## src/rtl/alu_pkg.sv

```systemverilog
// alu_pkg: shared states, default sizes and index-width helper for the serial subtractor.
package alu_pkg;
    typedef enum logic [1:0] {IDLE, BUSY, DONE} sub_state_t;
    localparam int WIDTH_DEF   = 16;
    localparam int SLICE_DEF   = 4;
    localparam int NSLICES_DEF = WIDTH_DEF / SLICE_DEF;
    function automatic int idx_w(input int n);
        return (n > 1) ? $clog2(n) : 1;
    endfunction
    localparam int IDX_W = idx_w(NSLICES_DEF);
endpackage

```

## src/rtl/subtract_slice4.sv

```systemverilog
// subtract_slice4: combinational 4-bit a + ~b + cin as a chain of 1-bit full adders.
module subtract_slice4 (
    input  logic [3:0] a,
    input  logic [3:0] b,
    input  logic       cin,
    output logic [3:0] s,
    output logic       cout
);
    logic [4:0] c;
    assign c[0] = cin;
    for (genvar i = 0; i < 4; i++) begin : g_fa
        assign s[i]   = a[i] ^ ~b[i] ^ c[i];
        assign c[i+1] = (a[i] & ~b[i]) | (c[i] & (a[i] ^ ~b[i]));
    end
    assign cout = c[4];
endmodule

```

## src/rtl/nibble_serial_subtractor16.sv

```systemverilog
// nibble_serial_subtractor16: a - b - bin computed one 4-bit slice per clock, LSB slice first,
// with valid/ready handshakes on both sides and registered compare flags.
module nibble_serial_subtractor16
    import alu_pkg::*;
#(
    parameter int WIDTH = WIDTH_DEF,
    parameter int SLICE = SLICE_DEF
) (
    input  logic             clk,
    input  logic             rst,
    input  logic             in_valid,
    output logic             in_ready,
    input  logic [WIDTH-1:0] a,
    input  logic [WIDTH-1:0] b,
    input  logic             bin,
    output logic             out_valid,
    input  logic             out_ready,
    output logic [WIDTH-1:0] diff,
    output logic             bout,
    output logic             zero,
    output logic             neg,
    output logic             ovf
);
    localparam int NSLICES = WIDTH / SLICE;
    localparam int IW = idx_w(NSLICES);

    sub_state_t state_q, state_d;
    logic [WIDTH-1:0] a_q, a_d, b_q, b_d, diff_q, diff_d;
    logic [IW-1:0] idx_q, idx_d;
    logic carry_q, carry_d, bout_q, bout_d, zero_q, zero_d, neg_q, neg_d, ovf_q, ovf_d;
    logic [SLICE-1:0] s;
    logic cout;

    subtract_slice4 u_slice (
        .a   (a_q[idx_q*SLICE +: SLICE]),
        .b   (b_q[idx_q*SLICE +: SLICE]),
        .cin (carry_q),
        .s   (s),
        .cout(cout)
    );

    always_comb begin
        state_d = state_q;
        a_d     = a_q;
        b_d     = b_q;
        diff_d  = diff_q;
        idx_d   = idx_q;
        carry_d = carry_q;
        bout_d  = bout_q;
        zero_d  = zero_q;
        neg_d   = neg_q;
        ovf_d   = ovf_q;
        case (state_q)
            IDLE: if (in_valid) begin
                state_d = BUSY;
                a_d     = a;
                b_d     = b;
                carry_d = ~bin;
                idx_d   = '0;
            end
            BUSY: begin
                diff_d[idx_q*SLICE +: SLICE] = s;
                carry_d = cout;
                idx_d   = idx_q + 1'b1;
                // Flags are taken from the completed word including the slice written this edge
                if (idx_q == IW'(NSLICES - 1)) begin
                    state_d = DONE;
                    bout_d  = ~cout;
                    zero_d  = (diff_d == '0);
                    neg_d   = diff_d[WIDTH-1];
                    ovf_d   = (a_q[WIDTH-1] != b_q[WIDTH-1]) && (diff_d[WIDTH-1] != a_q[WIDTH-1]);
                end
            end
            DONE: if (out_ready) state_d = IDLE;
            default: state_d = IDLE;
        endcase
    end

    always_ff @(posedge clk or posedge rst) begin
        if (rst) begin
            state_q <= IDLE;
            a_q     <= '0;
            b_q     <= '0;
            diff_q  <= '0;
            idx_q   <= '0;
            carry_q <= 1'b0;
            bout_q  <= 1'b0;
            zero_q  <= 1'b0;
            neg_q   <= 1'b0;
            ovf_q   <= 1'b0;
        end else begin
            state_q <= state_d;
            a_q     <= a_d;
            b_q     <= b_d;
            diff_q  <= diff_d;
            idx_q   <= idx_d;
            carry_q <= carry_d;
            bout_q  <= bout_d;
            zero_q  <= zero_d;
            neg_q   <= neg_d;
            ovf_q   <= ovf_d;
        end
    end

    assign in_ready  = (state_q == IDLE) && !rst;
    assign out_valid = (state_q == DONE);
    assign diff      = diff_q;
    assign bout      = bout_q;
    assign zero      = zero_q;
    assign neg       = neg_q;
    assign ovf       = ovf_q;
endmodule

```

## config.mk

```make
export PLATFORM = sky130hd
export DESIGN_NAME = nibble_serial_subtractor16
export DESIGN_NICKNAME = d
export VERILOG_FILES = /design/src/rtl/alu_pkg.sv /design/src/rtl/subtract_slice4.sv /design/src/rtl/nibble_serial_subtractor16.sv
export SDC_FILE = /design/constraint.sdc
export NUM_CORES = 1
export LEC_CHECK = 0
export ABC_AREA = 1
export CORE_MARGIN = 10
export CORE_UTILIZATION = 60
export CTS_BUF_LIST = sky130_fd_sc_hd__clkbuf_2 sky130_fd_sc_hd__clkbuf_4 sky130_fd_sc_hd__clkbuf_8
export CTS_CLUSTER_DIAMETER = 100
export DETAILED_ROUTE_END_ITERATION = 10
export DONT_BUFFER_PORTS = 1
export PLACE_DENSITY = 0.76
export SETUP_SLACK_MARGIN = 0.5
export SYNTH_ARGS = -nofsm -noshare
export SYNTH_HDL_FRONTEND = slang
export SYNTH_HIERARCHICAL = 1
export SYNTH_SLANG_ARGS = --single-unit
export TNS_END_PERCENT = 1
```

## constraint.sdc

```tcl
create_clock -name clk -period 4.15 [get_ports clk]
set_input_delay 0.83 -clock clk [delete_from_list [all_inputs] [get_ports clk]]
set_output_delay 0.83 -clock clk [all_outputs]
set_load 0.005 [all_outputs]
```

==> results.json <==
{
  "drcViolationCount": 0,
  "diodes": 0,
  "start_util_pct": 61.9,
  "num-nets-final": 432,
  "num_vias": 2431,
  "drt_iter0_markers": 122,
  "cts_sinks": 57,
  "crit_type": "flop to flop",
  "gp_congestion": 0.890,
  "io_pins": 59,
  "wl_per_cell_um": 14.9,
  "cts-resized-gates": 0,
  "vias_per_cell": 5.32,
  "relSlewSlack_pct": 66.3,
  "postSynthCellCount": 384,
  "syn_nets": 431,
  "place_worst_setup_slack_ns": 0.806,
  "layout_min_cycle_time_ns": 3.28,
  "die_h_um": 89.8,
  "p_int_mw": 1.62,
  "setup_viol_count_final": 0,
  "cp_slowest_cell": "dfrtp_1",
  "final_hold_viol_count": 0,
  "p_leak_nw": 1.65,
  "final.setup.tns_ns": 0,
  "max_cap_viol_count": 0,
  "grt_pass1_vias": 2473,
  "cts-root-buf": "clkbuf_8",
  "arrival_ns": 3.57,
  "fillers": 402,
  "hold_class": "input pin to asynchronous set/reset pin",
  "ys_types": 23,
  "overflow": 0,
  "synth.cell_area_um2": 2930,
  "mostFrequentLayoutCells": "nand2_1, dfrtp_1, nor2_1, o21ai_0, inv_1",
  "finalClockSkew_ns": 0.00753,
  "clock_latency_ns": 0.35,
  "seq_area_frac_synth_pct": 48.8,
  "drive_gt1_share_pct": 7.95,
  "grt_max_degree": 37,
  "area_delta_synth_final_pct": 7.78,
  "totalWireLength_um": 6800,
  "pwr-share-seq_pct": 33.9,
  "drt_pre_antenna_iters": 4,
  "pwr-share-clk_pct": 16.9,
  "fin_ws_ns": 0.866,
  "io_buffers": 0,
  "post-cts-setup-buffers": 0,
  "max-vdd-ir-drop_mv": 0.464,
  "startpoint": "idx_q[1]",
  "r2r_start": "idx_q[1]",
  "ys_warn_count": 6,
  "htreeDepth": 3,
  "slew_viol_final": 0,
  "power.density_cell_area_nw_per_um2": 962,
  "final_common_cell": "nand2_1",
  "worst_r2r_endpoint": "zero",
  "cts_hold_buf": 0,
  "ys_seq_elements": 57,
  "critPathLaunchType": "flop",
  "end_kind": "flop",
  "crit_chain": "inv_2 > o21ai_0 > o22ai_1 > fa_1 > inv_1 > fa_1 > fa_1 > inv_1 > fa_1 > inv_1 > nor2_1 > nand3_1 > nand2_1 > nor2_1 > nand2_1 > nor2_1 > nand2_1 > nand2_1",
  "cts.path.max_buffers": 2,
  "dieWidth_um": 89.8,
  "switching_share_pct": 46.7,
  "syn_avg_cell_area_um2": 7.62,
  "crit_path_max_incr_delay_ns": 0.51,
  "switching_power_mw": 1.42,
  "finalCritPeriodShare_pct": 79.1,
  "core_area_um2": 4720,
  "num_rows": 25,
  "tightestPinTransition_ns": 0.505,
  "combPwrFrac_pct": 49.3,
  "antenna_left": 0,
  "timing.fmax_ghz": 0.304,
  "path_clk_slew_ns": 0.07,
  "post_layout_nonfiller_instances": 457,
  "place_inst": 441,
  "worstPathMaxFanout": 13,
  "cts_tree": "built",
  "cp.depth": 18,
  "worst-r2r-cell-count": 18,
  "rsz0062_at_grt": "no",
  "outcome": "complete, no violations",
  "crit_required_ns": 4.44,
  "antenna_found_initial": 0,
  "cp_top_family": "adder cells",
  "ff2ff_setup_slack_ns": 0.87,
  "worst-path-buf-inv": 4,
  "numCtsBuffers": 9,
  "hpwlAfterDp_um": 5040,
  "die_area_um2": 8070,
  "grt_first_pass_wirelength_um": 11600,
  "track_usage_pct": 17.3
}
==> cell type report <==
class | instances | area, um2 | area share (%)
Sequential cell | 57 | 1430 | 45.2
Multi-Input combinational cell | 285 | 1320 | 41.7
Clock buffer | 10 | 138 | 4.37
Inverter | 29 | 109 | 3.45
Tap cell | 67 | 83.8 | 2.66
Clock inverter | 6 | 57.6 | 1.83
Timing Repair Buffer | 3 | 22.5 | 0.714
==> how the worst max path moves through the flow <==
stage | end
after floorplan | zero
after global placement | zero
after detailed placement | zero
after CTS | zero
after global routing | zero
final | zero
==> worst register-to-register path: cells and delay by family (launching register included) <==
family,cells,cell delay (ns)
buffers and inverters,4,0.42
flip-flops,1,0.51
AO/OA/AOI/OAI,2,0.31
adder cells (fa/ha/maj),4,1.47
AND/OR/NAND/NOR,8,0.53
==> synthesized netlist by cell type (all sizes together) <==
cell type,instances,share of area [%]
nand2,162,21
dfrtp,57,49
nor2,47,6.3
inv,29,3.7
o21ai,29,5.1
nand3,16,2.9
buf,11,2.3
a31oi,9,1.9
o22ai,8,1.7
ha,6,2.6
fa,4,2.7
clkbuf,2,0.26
nor3,1,0.17
o211ai,1,0.26
o31ai,1,0.26
or2,1,0.21
==> routing by layer <==
metal | wire, um | global-route usage [%] | share of wire [%]
met1 | 2890 | 20.4 | 43
met2 | 3380 | 28.5 | 50
met4 | 170 | 9.03 | 2.5
met3 | 354 | 4.24 | 5.2
met5 | 0 | 0 | 0
==> state kept, by name, indices dropped and copies added (netlist names) <==
name	cells
state_q	2
zero	1
diff	16
carry_q	1
neg	1
idx_q	2
a_q	16
ovf	1
b_q	16
bout	1
==> power groups by stage <==
| stage | Clock (mW) | Combinational, mW | Sequential [mW] |
|---|---|---|---|
| detailed placement | 0 | 1.48 | 1.04 |
| global placement | 0 | 1.43 | 1.03 |
| finish | 0.511 | 1.49 | 1.03 |
| floorplan | 0 | 1.20 | 0.968 |
| global route | 0.545 | 1.72 | 1.07 |
| CTS | 0.517 | 1.48 | 1.03 |
==> cells by family (layout without fill, tap and decap cells) <==
logic type,after synthesis,in the layout,synth area share [%]
AOI/OAI and AO/OA,48,48,9.24
adders and majority gates,10,10,5.30
buffers and inverters,42,48,6.24
DFF,57,57,48.8
and+or+nand+nor,227,227,30.5
==> stage by stage <==
| stage | power, mW | hold WS [ns] | utilization, % | cell area, um2 |
|---|---|---|---|---|
| floorplan | 2.17 | 0.444 | - | 2930 |
| global placement | 2.46 | 0.467 | 62.6 | 2960 |
| detailed placement | 2.52 | 0.467 | 62.6 | 2960 |
| CTS | 3.03 | 0.377 | 66.8 | 3150 |
| global route | 3.33 | 0.399 | 66.8 | 3150 |
| finish | 3.03 | 0.362 | 66.8 | 3150 |
Power figures use the tool's default switching activity.
